--- src/rtl/b16_bus_arbiter.sv ---
// b16 bus arbiter: shares one memory port between the b16 cpu and an
// external master, with wait states, burst bounding and cpu fairness.
//
// Ports:
//   clk, nreset        clock, async active-low reset
//   run_in / cpu_run   debugger run request in, gated run out to cpu
//   cpu_*              cpu memory pins (addr, rd, wr, dout, din)
//   ext_*              external master (req, addr, rd, wr, wdata,
//                      gnt, ack, rdata)
//   mem_*              shared memory bus (addr, rd, wr, wdata,
//                      rdata, ready)
module b16_bus_arbiter #(
  parameter int l        = 16,
  parameter int maxburst = 4,
  parameter int cw       = 4
) (
  input  logic         clk,
  input  logic         nreset,
  input  logic         run_in,
  output logic         cpu_run,
  input  logic [l-1:0] cpu_addr,
  input  logic         cpu_rd,
  input  logic [1:0]   cpu_wr,
  input  logic [l-1:0] cpu_dout,
  output logic [l-1:0] cpu_din,
  input  logic         ext_req,
  input  logic [l-1:0] ext_addr,
  input  logic         ext_rd,
  input  logic [1:0]   ext_wr,
  input  logic [l-1:0] ext_wdata,
  output logic         ext_gnt,
  output logic         ext_ack,
  output logic [l-1:0] ext_rdata,
  output logic [l-1:0] mem_addr,
  output logic         mem_rd,
  output logic [1:0]   mem_wr,
  output logic [l-1:0] mem_wdata,
  input  logic [l-1:0] mem_rdata,
  input  logic         mem_ready
);

  typedef enum logic {
    CPU = 1'b0,
    EXT = 1'b1
  } owner_t;

  owner_t        owner;
  owner_t        owner_n;
  logic [cw-1:0] cnt;
  logic [cw-1:0] cnt_n;
  logic [cw:0]   cnt_inc;
  logic          owed;
  logic          owed_n;
  logic          cpu_acc;
  logic          ext_acc;
  logic          is_cpu;
  logic          last;
  logic          cpu_en;

  assign cpu_acc = cpu_rd | (|cpu_wr);
  assign ext_acc = ext_rd | (|ext_wr);
  assign is_cpu  = (owner == CPU);
  assign cpu_en  = nreset & run_in;

  assign cpu_run = cpu_en & is_cpu
                 & (mem_ready | ~cpu_acc);
  assign ext_gnt = nreset & ~is_cpu;
  assign ext_ack = ext_gnt & ext_acc & mem_ready;

  assign cpu_din   = mem_rdata;
  assign ext_rdata = mem_rdata;

  assign cnt_inc = {1'b0, cnt} + (cw+1)'(1);
  assign last    = (cnt_inc == (cw+1)'(maxburst));

  // Only the registered owner steers the mux, so ext_req
  // never reaches mem_* combinationally.
  always_comb begin
    mem_addr  = cpu_addr;
    mem_wdata = cpu_dout;
    mem_rd    = cpu_rd & cpu_en;
    mem_wr    = cpu_wr & {2{cpu_en}};
    if (!is_cpu) begin
      mem_addr  = ext_addr;
      mem_wdata = ext_wdata;
      mem_rd    = ext_rd & nreset;
      mem_wr    = ext_wr & {2{nreset}};
    end
  end

  always_comb begin
    owner_n = owner;
    cnt_n   = cnt;
    owed_n  = owed;
    unique case (owner)
      CPU: begin
        if (cpu_run)
          owed_n = 1'b0;
        // Grant only on a completed step or a halted cpu;
        // a stalled cpu access is never preempted.
        if (ext_req && !owed &&
            (cpu_run || !run_in)) begin
          owner_n = EXT;
          cnt_n   = '0;
        end
      end
      EXT: begin
        if (ext_ack && cnt != cw'(maxburst))
          cnt_n = cnt_inc[cw-1:0];
        // Burst limit wins over a simultaneous ext_req drop.
        if (ext_ack && last) begin
          owner_n = CPU;
          owed_n  = 1'b1;
        end else if (!ext_req && !ext_acc) begin
          owner_n = CPU;
        end
      end
    endcase
  end

  always_ff @(posedge clk or negedge nreset) begin
    if (!nreset) begin
      owner <= CPU;
      cnt   <= '0;
      owed  <= 1'b0;
    end else begin
      owner <= owner_n;
      cnt   <= cnt_n;
      owed  <= owed_n;
    end
  end

endmodule

--- config.mk ---
export PLATFORM = sky130hd
export DESIGN_NAME = b16_bus_arbiter
export DESIGN_NICKNAME = d
export VERILOG_FILES = /design/src/rtl/b16_bus_arbiter.sv
export SDC_FILE = /design/constraint.sdc
export NUM_CORES = 1
export LEC_CHECK = 0
export ABC_AREA = 0
export CAP_MARGIN = 20
export CORE_MARGIN = 3
export CORE_UTILIZATION = 25
export CTS_CLUSTER_DIAMETER = 40
export DETAILED_ROUTE_END_ITERATION = 10
export DONT_BUFFER_PORTS = 1
export REMOVE_ABC_BUFFERS = 1
export SYNTH_ARGS = -nofsm -noshare
export SYNTH_HDL_FRONTEND = slang
export SYNTH_SLANG_ARGS = --single-unit
--- constraint.sdc ---
create_clock -name clk -period 4.5 [get_ports clk]
set_clock_uncertainty 0.1 [all_clocks]
set_input_delay 0.225 -clock clk [delete_from_list [all_inputs] [get_ports clk]]
set_output_delay 0.225 -clock clk [all_outputs]
set_load 0.005 [all_outputs]
# After elaboration in Yosys (flattened, before gate mapping)
# Cells that the tools add are included.
# word_totals
reg_bits	6
out_inout_bits	70
# classes
add_sub_neg	1
n_eq_ne	6
n_mux	14
bitwise_logic	15
reduce_logical	14
# op_table
cell	n
$mux W16	2
$and A1 B1 Y1	8
$mux W4	2
$pmux W4 S2	1
$mux W1	6
$ne A2 B1 Y1 const B	3
$add A4 B1 Y5 const B	1
$eq A5 B3 Y1 const B	1
$logic_and A1 B1 Y1	5
$and A2 B2 Y2	2
$logic_not A1 Y1	4
$ne A4 B3 Y1 const B	1
$pmux W1 S2	2
$reduce_and A2 Y1	2
$reduce_or A2 Y1	2
$or A1 B1 Y1	3
$mux W2	1
$ne A2 B2 Y1 const B	1
$not A1 Y1	2
$logic_or A1 B1 Y1	1

# Depth between registers and ports, before layout
# Gate-level depths: netlist of the first run.
# depth
depth_word	9
mapped_depth	6
ltp_nobuf	6

# Worst setup path after synthesis of the first run
# No wires, ideal clock.
# synth_timing
kind	register to register
startpoint	reg cnt[0]
endpoint	reg cnt[1]
setup_time_ns	0.121
arrival_ns	1.205
slack_ns	3.074
path_stages_with_launch	7
n_path_buf	0
period_less_slack_ns	1.426
path_cell_list	dfrtp_1 -> inv_1 -> ha_1 -> nand3b_1 -> nand4_4 -> and2_4 -> a22o_1
# synth_between
elab_chain_len	4
elab_cells_between_ends	7
classes_between	add/sub (1); eq/ne (2); mux (2); reduce/logical (2)
# synth_rtl
item	line	source
from (decl)	49	logic [cw-1:0] cnt;
from (signal assigned)	128	cnt <= cnt_n;
parallel branches: the longest is 4 deep, another holds $add A4 B1 Y5	--	
# Parallel ways; which one is timed is not known. The select of a mux whose other input is x is not followed.
# A chain may end at the register's enable or synchronous reset.

# Final worst setup path of the first run
# layout_timing
startpoint	reg owner
endpoint	out mem_wr[0]
# layout_between
elab_chain_len	1
# layout_rtl
item	line	source
from (decl)	47	owner_t owner;
from (signal assigned)	127	owner <= owner_n;
$mux W2	83	if (!is_cpu) begin
to (decl)	36	output logic [1:0] mem_wr,
# Every way passes these cells.

==> flow_metrics.py, run 1 <==
metrics = {
    "setup_path": {
        "crit_path_start": "owner",
        "worstRegToRegCells": 6,
        "end_kind": "output pin",
        "rr_endpoint": "cnt[1]",
        "arrival_ns": 1.38,
        "cp.required_ns": 4.18,
        "r2r_setup_slack_ns": 2.93,
        "crit_chain": "buf_4 > nor2_1 > a22o_1",
        "cp_max_fo": 33,
        "cp_slowest_cell": "dfrtp_1",
        "worstSetupPathType": "flop to output pin",
        "crit_path_start_kind": "flop",
        "critPathMaxStageDelay_ns": 0.36,
        "r2r-start": "cnt[0]",
    },
    "die": {
        "io_pins": 161,
        "start_util": 0.265,
        "die_w_um": 71.9,
        "std_cell_rows": 23,
        "die-area_um2": 5170,
        "fp.coreArea_um2": 4090,
        "die_h_um": 71.9,
    },
    "min_path": {
        "hold_end": "cnt[0]",
        "hp-class": "input pin to flop",
        "min_from": "mem_ready",
        "whs_path_depth": 2,
    },
    "placement": {
        "io_buffers": 0,
        "place_area_um2": 885,
        "place_congestion": 0.777,
        "dpl.hpwl_um": 3320,
        "preCtsSetupSlack_ns": 2.96,
    },
    "sta": {
        "setup_viol": 0,
        "drv_slew": 0,
        "period_minus_slack_ns": 1.71,
        "rsz0062_at_grt": "no",
        "tightest_slew_ns": 0.358,
        "hold_viol_final": 0,
        "finalSetupTns_ns": 0,
        "post-route-period-util": 0.379,
        "setup_ws_ns": 2.79,
        "slew_headroom": 0.758,
        "fmax_mhz": 586,
    },
    "clock_tree": {
        "cts_buffer_depth": 2,
        "root_buffer": "clkbuf_8",
        "numCtsBuffers": 3,
        "cts.repair.resized": 0,
        "cts_tree": "done",
        "numClockSinks": 6,
        "clkLatencyLatePin_ns": 0.22,
        "cts.clk_slew.worst_paths_ns": 0.03,
        "cts_setup_buffers": 0,
        "htree_levels": 1,
    },
    "detailed_routing": {
        "drc": 0,
        "detail-route-antenna-nets": 0,
        "vias": 761,
        "drt-pass1-iter-count": 4,
        "routed_wl_um": 3740,
        "wl_per_cell_um": 28.1,
        "dr.first_iter.drc_count": 8,
        "vias_per_cell": 5.72,
    },
    "pwr": {
        "p_leak_nw": 0.361,
        "total_power_uw": 480,
        "ir_drop_v": 0.000232,
        "p_per_area_nw_per_um2": 513,
    },
    "grt": {
        "grt_max_degree": 34,
        "grt.overflow.total": 0,
        "grt_pass1_wl_um": 4950,
        "grt_pass1_vias": 822,
        "antenna_found_initial": 0,
        "grtUsageTotal": 0.133,
    },
    "run": {
        "drv_cap": 0,
    },
    "finish": {
        "fin_util": 0.229,
        "final_cell_mix": "32 x mux2_2, 6 x dfrtp_1, 5 x inv_1",
        "seqCellArea_um2": 150,
        "stdcell_area_um2": 936,
        "drive_above_1_share": 0.518,
        "synthToLayoutAreaGrowth_pct": -13.7,
        "fin_nets": 179,
        "final_common_cell": "mux2_2",
        "fill_cells": 425,
        "insertedDiodeCount": 0,
        "multi_input_area_um2": 646,
    },
    "yosys": {
        "yosys_warnings": 0,
        "ys_seq_area_frac": 0.138,
        "synth_area_um2": 1080,
        "syn_area_per_cell_um2": 9.43,
        "synthCells": 115,
        "ys_seq_elements": 6,
        "synthDistinctLibCells": 29,
    },
    "outcome": {
        "outcome": "completed",
    },
}
worst max-delay path by stage:
stage                      to  slack, ns  cells past startpoint
floorplan              cnt[1]       2.44                      4
global placement       cnt[1]       2.99                      6
detailed placement     cnt[1]       2.96                      6
CTS                 mem_wr[0]       2.76                      3
global route        mem_wr[0]       2.69                      3
finish              mem_wr[0]       2.79                      3
cells by family after synthesis:
group / after synthesis / share of synthesized area
and+or+nand+nor: 16 / 0.113
buffers and inverters: 42 / 0.266
AOI/OAI and AO/OA: 15 / 0.107
xor gates and xnor gates: 1 / 0.00808
muxes: 32 / 0.332
adders and majority gates: 3 / 0.0346
DFF: 6 / 0.138
layout make-up:
type / instances / area share
clock buffer: 3 / 0.0441
inverter: 5 / 0.0201
multi-input combinational: 67 / 0.690
sequential: 6 / 0.160
tap: 50 / 0.0668
timing repair buffer: 2 / 0.0187
power breakdown:
group | total [mW] | switching (mW) | internal [mW]
sequential | 0.0954 | 0.0215 | 0.0739
combinational | 0.305 | 0.152 | 0.153
clock | 0.0797 | 0.0224 | 0.0574
total | 0.480 | 0.196 | 0.284
critical path, delay by kind of cell, from the launching register on:
| kind | cells | cell delay, ns |
|---|---|---|
| AO/OA/AOI/OAI | 1 | 0.28 |
| buffers and inverters | 1 | 0.36 |
| flip-flops | 1 | 0.36 |
| AND/OR/NAND/NOR | 1 | 0.16 |
through the flow:
step	hold slack [ns]	instances
2_1_floorplan	-0.171	78
3_3_place_gp	-0.170	129
3_5_place_dp	-0.170	129
4_1_cts	0.0813	133
5_1_grt	0.107	133
6_report	0.0867	133
sequential cells by signal, summed over array words and instances, names as in the netlist:
| name | count |
|---|---|
| cnt | 4 |
| owed | 1 |
| owner | 1 |
cells in the mapped netlist:
| library cell | count | area [um2] |
|---|---|---|
| buf_4 | 34 | 255 |
| mux2_2 | 32 | 360 |
| dfrtp_1 | 6 | 150 |
| inv_1 | 5 | 18.8 |
| a22o_1 | 4 | 35.0 |
| o21ai_0 | 4 | 20.0 |
| buf_2 | 3 | 15.0 |
| ha_1 | 3 | 37.5 |
| nand3_1 | 2 | 10.0 |
| nor2_1 | 2 | 7.51 |
| nor2b_1 | 2 | 12.5 |
| a21bo_2 | 1 | 10.0 |
| a21oi_1 | 1 | 5.00 |
| a32o_1 | 1 | 10.0 |
| and2_1 | 1 | 6.26 |
| and2_4 | 1 | 8.76 |
| nand2_1 | 1 | 3.75 |
| nand3_2 | 1 | 10.0 |
| nand3b_1 | 1 | 7.51 |
| nand4_4 | 1 | 21.3 |
| nor3_1 | 1 | 5.00 |
| nor3_2 | 1 | 10.0 |
| nor4b_1 | 1 | 8.76 |
| o211ai_2 | 1 | 12.5 |
| o21a_1 | 1 | 7.51 |
| o21bai_1 | 1 | 7.51 |
| o2bb2ai_1 | 1 | 8.76 |
| or3_4 | 1 | 11.3 |
| xnor2_1 | 1 | 8.76 |
what timing repair did:
item | 4_1_cts | 5_1_grt
hold buffers | 1 | 0
endpoints found under the hold margin | 6 | 0
endpoints found under the setup margin | 0 | 0
routing by layer:
| metal | global-route usage | wire length, um | share of wire |
|---|---|---|---|
| met5 | 0 | 0 | 0 |
| met4 | 0.0376 | 24 | 0.0064 |
| met3 | 0.116 | 704 | 0.19 |
| met2 | 0.213 | 1820 | 0.49 |
| met1 | 0.127 | 1190 | 0.32 |
Note: power is estimated with default switching activity, not from simulation.
==> inputs of run 2 (changes only) <==
Clock period 4.5 ns to 1.8 ns, I/O delays scaled along.
==> flow_metrics.py, run 2 (synthesis gave the netlist of run 1 again) <==
metrics = {
    "finish": {
        "synthToLayoutAreaGrowth_pct": -11.2,
        "drive_above_1_share": 0.512,
        "final_common_cell": "mux2_2",
        "fin_nets": 182,
        "insertedDiodeCount": 0,
        "largest_reg_flops": 4,
        "top_regs": "cnt (4), owed (1), owner (1)",
        "fill_cells": 425,
        "final_cell_mix": "32 x mux2_2, 6 x dfrtp_1, 5 x inv_1",
        "fin_util": 0.236,
        "largest_register": "cnt",
        "stdcell_area_um2": 963,
    },
    "grt": {
        "antenna_found_initial": 0,
        "grt_max_degree": 33,
        "grtUsageTotal": 0.133,
        "grt_pass1_wl_um": 5060,
        "grt_pass1_vias": 848,
        "grt.overflow.total": 0,
    },
    "clock_tree": {
        "cts_tree": "done",
        "cts.clk_slew.worst_paths_ns": 0.04,
        "cts_setup_buffers": 0,
        "numCtsBuffers": 3,
        "htree_levels": 1,
        "cts_buffer_depth": 2,
        "clkLatencyLatePin_ns": 0.22,
        "root_buffer": "clkbuf_8",
        "numClockSinks": 6,
    },
    "setup_path": {
        "worstSetupPathType": "flop to output pin",
        "cp_max_fo": 32,
        "cp.required_ns": 1.61,
        "arrival_ns": 1.41,
        "crit_path_start_kind": "flop",
        "cp_slowest_cell": "mux2_2",
        "path_buf_inv": 1,
        "end_kind": "output pin",
        "crit_chain": "buf_4 > mux2_2",
        "critPathMaxStageDelay_ns": 0.42,
        "critPathTopFamily": "multiplexers",
    },
    "sta": {
        "rsz0062_at_grt": "no",
        "drv_slew": 0,
        "tightest_slew_ns": 0.367,
        "slew_headroom": 0.756,
        "fmax_mhz": 627,
        "post-route-period-util": 0.886,
        "period_minus_slack_ns": 1.60,
        "setup_viol": 0,
        "hold_viol_final": 0,
    },
    "detailed_routing": {
        "vias": 795,
        "drc": 0,
        "vias_per_cell": 5.85,
        "detail-route-antenna-nets": 0,
        "dr.first_iter.drc_count": 8,
        "routed_wl_um": 3830,
        "wl_per_cell_um": 28.2,
        "drt-pass1-iter-count": 4,
    },
    "die": {
        "die-area_um2": 5170,
        "start_util": 0.265,
        "std_cell_rows": 23,
        "die_w_um": 71.9,
        "fp.coreArea_um2": 4090,
        "io_pins": 161,
        "die_h_um": 71.9,
    },
    "pwr": {
        "total_power_mw": 1.23,
        "share_seq_of_total_power": 0.202,
        "power.switching_uw": 514,
        "p_leak_nw": 0.375,
        "p_per_area_nw_per_um2": 1280,
        "combPwrFrac": 0.637,
        "intPower_uw": 720,
        "p_clk_frac": 0.161,
        "switching_share": 0.417,
        "ir_drop_v": 0.000564,
    },
    "placement": {
        "place_congestion": 0.891,
        "io_buffers": 0,
        "place_area_um2": 892,
        "dpl.hpwl_um": 3350,
    },
    "run": {
        "drv_cap": 0,
    },
    "outcome": {
        "outcome": "completed",
    },
    "min_path": {
        "hp-class": "input pin to flop",
    },
}
==> run 2: cell count changes in the layout (fill, tap and decap cells not counted), sizes merged <==
cell / previous run / this run
buf: 1 / 2
dlygate4sd3: 1 / 3
==> run 2: metrics by stage <==
stage / cells / TNS [ns] / setup WS [ns] / hold WS [ns]
after floorplan: 78 / -1.19 / -0.265 / -0.306
after global placement: 130 / 0 / 0.334 / -0.305
after detailed placement: 130 / 0 / 0.257 / -0.305
after CTS: 136 / 0 / 0.189 / 0.00784
after global routing: 136 / 0 / 0.109 / 0.0365
final: 136 / 0 / 0.205 / 0.00824
==> run 2: timing repair <==
| item | in CTS | in global routing |
|---|---|---|
| hold endpoints to repair | 9 | 0 |
| hold buffers | 3 | 0 |
| gates resized for setup | 0 | 0 |
==> run 2: power groups by stage <==
stage / registers [mW] / logic (mW) / clock network, mW
6_report: 0.249 / 0.786 / 0.199
5_1_grt: 0.258 / 0.851 / 0.211
4_1_cts: 0.242 / 0.807 / 0.206
3_5_place_dp: 0.243 / 0.796 / 0
3_3_place_gp: 0.236 / 0.760 / 0
2_1_floorplan: 0.317 / 0.532 / 0
==> run 2: worst paths after layout <==
path,from,cells after the start,end,slack [ns]
setup / recovery,owner,2,mem_addr[0],0.20
hold / removal,ext_req,2,owner,0.008
setup reg to reg,cnt[0],6,cnt[1],0.23
hold reg to reg,owed,2,owed,0.43
max in group asynchronous,nreset,1,owner,1.28
min in group asynchronous,nreset,1,cnt[2],0.09
==> run 2: metal layers <==
metal,routed length (um),vias to the layer above,share of wire,track usage
li1,-,315,-,-
met2,1910,113,0.50,0.220
met3,706,2,0.18,0.109
met4,4,0,0.0010,0.0271
met1,1210,365,0.31,0.128
met5,0,-,0,0
==> run 2: worst reg2reg max path, cell delays in order, from the launching register on <==
cell and delay [ns]:
dfrtp_1 0.43, inv_1 0.07, ha_1 0.19, nand3b_1 0.15, nand4_4 0.14, and2_4 0.19, a22o_1 0.17
==> run 2: final cells by class <==
class | count | area [um2] | area share
Clock buffer | 3 | 41.3 | 0.0429
Inverter | 5 | 18.8 | 0.0195
Multi-Input combinational cell | 67 | 646 | 0.670
Sequential cell | 6 | 150 | 0.156
Tap cell | 50 | 62.6 | 0.0649
Timing Repair Buffer | 5 | 45.0 | 0.0468
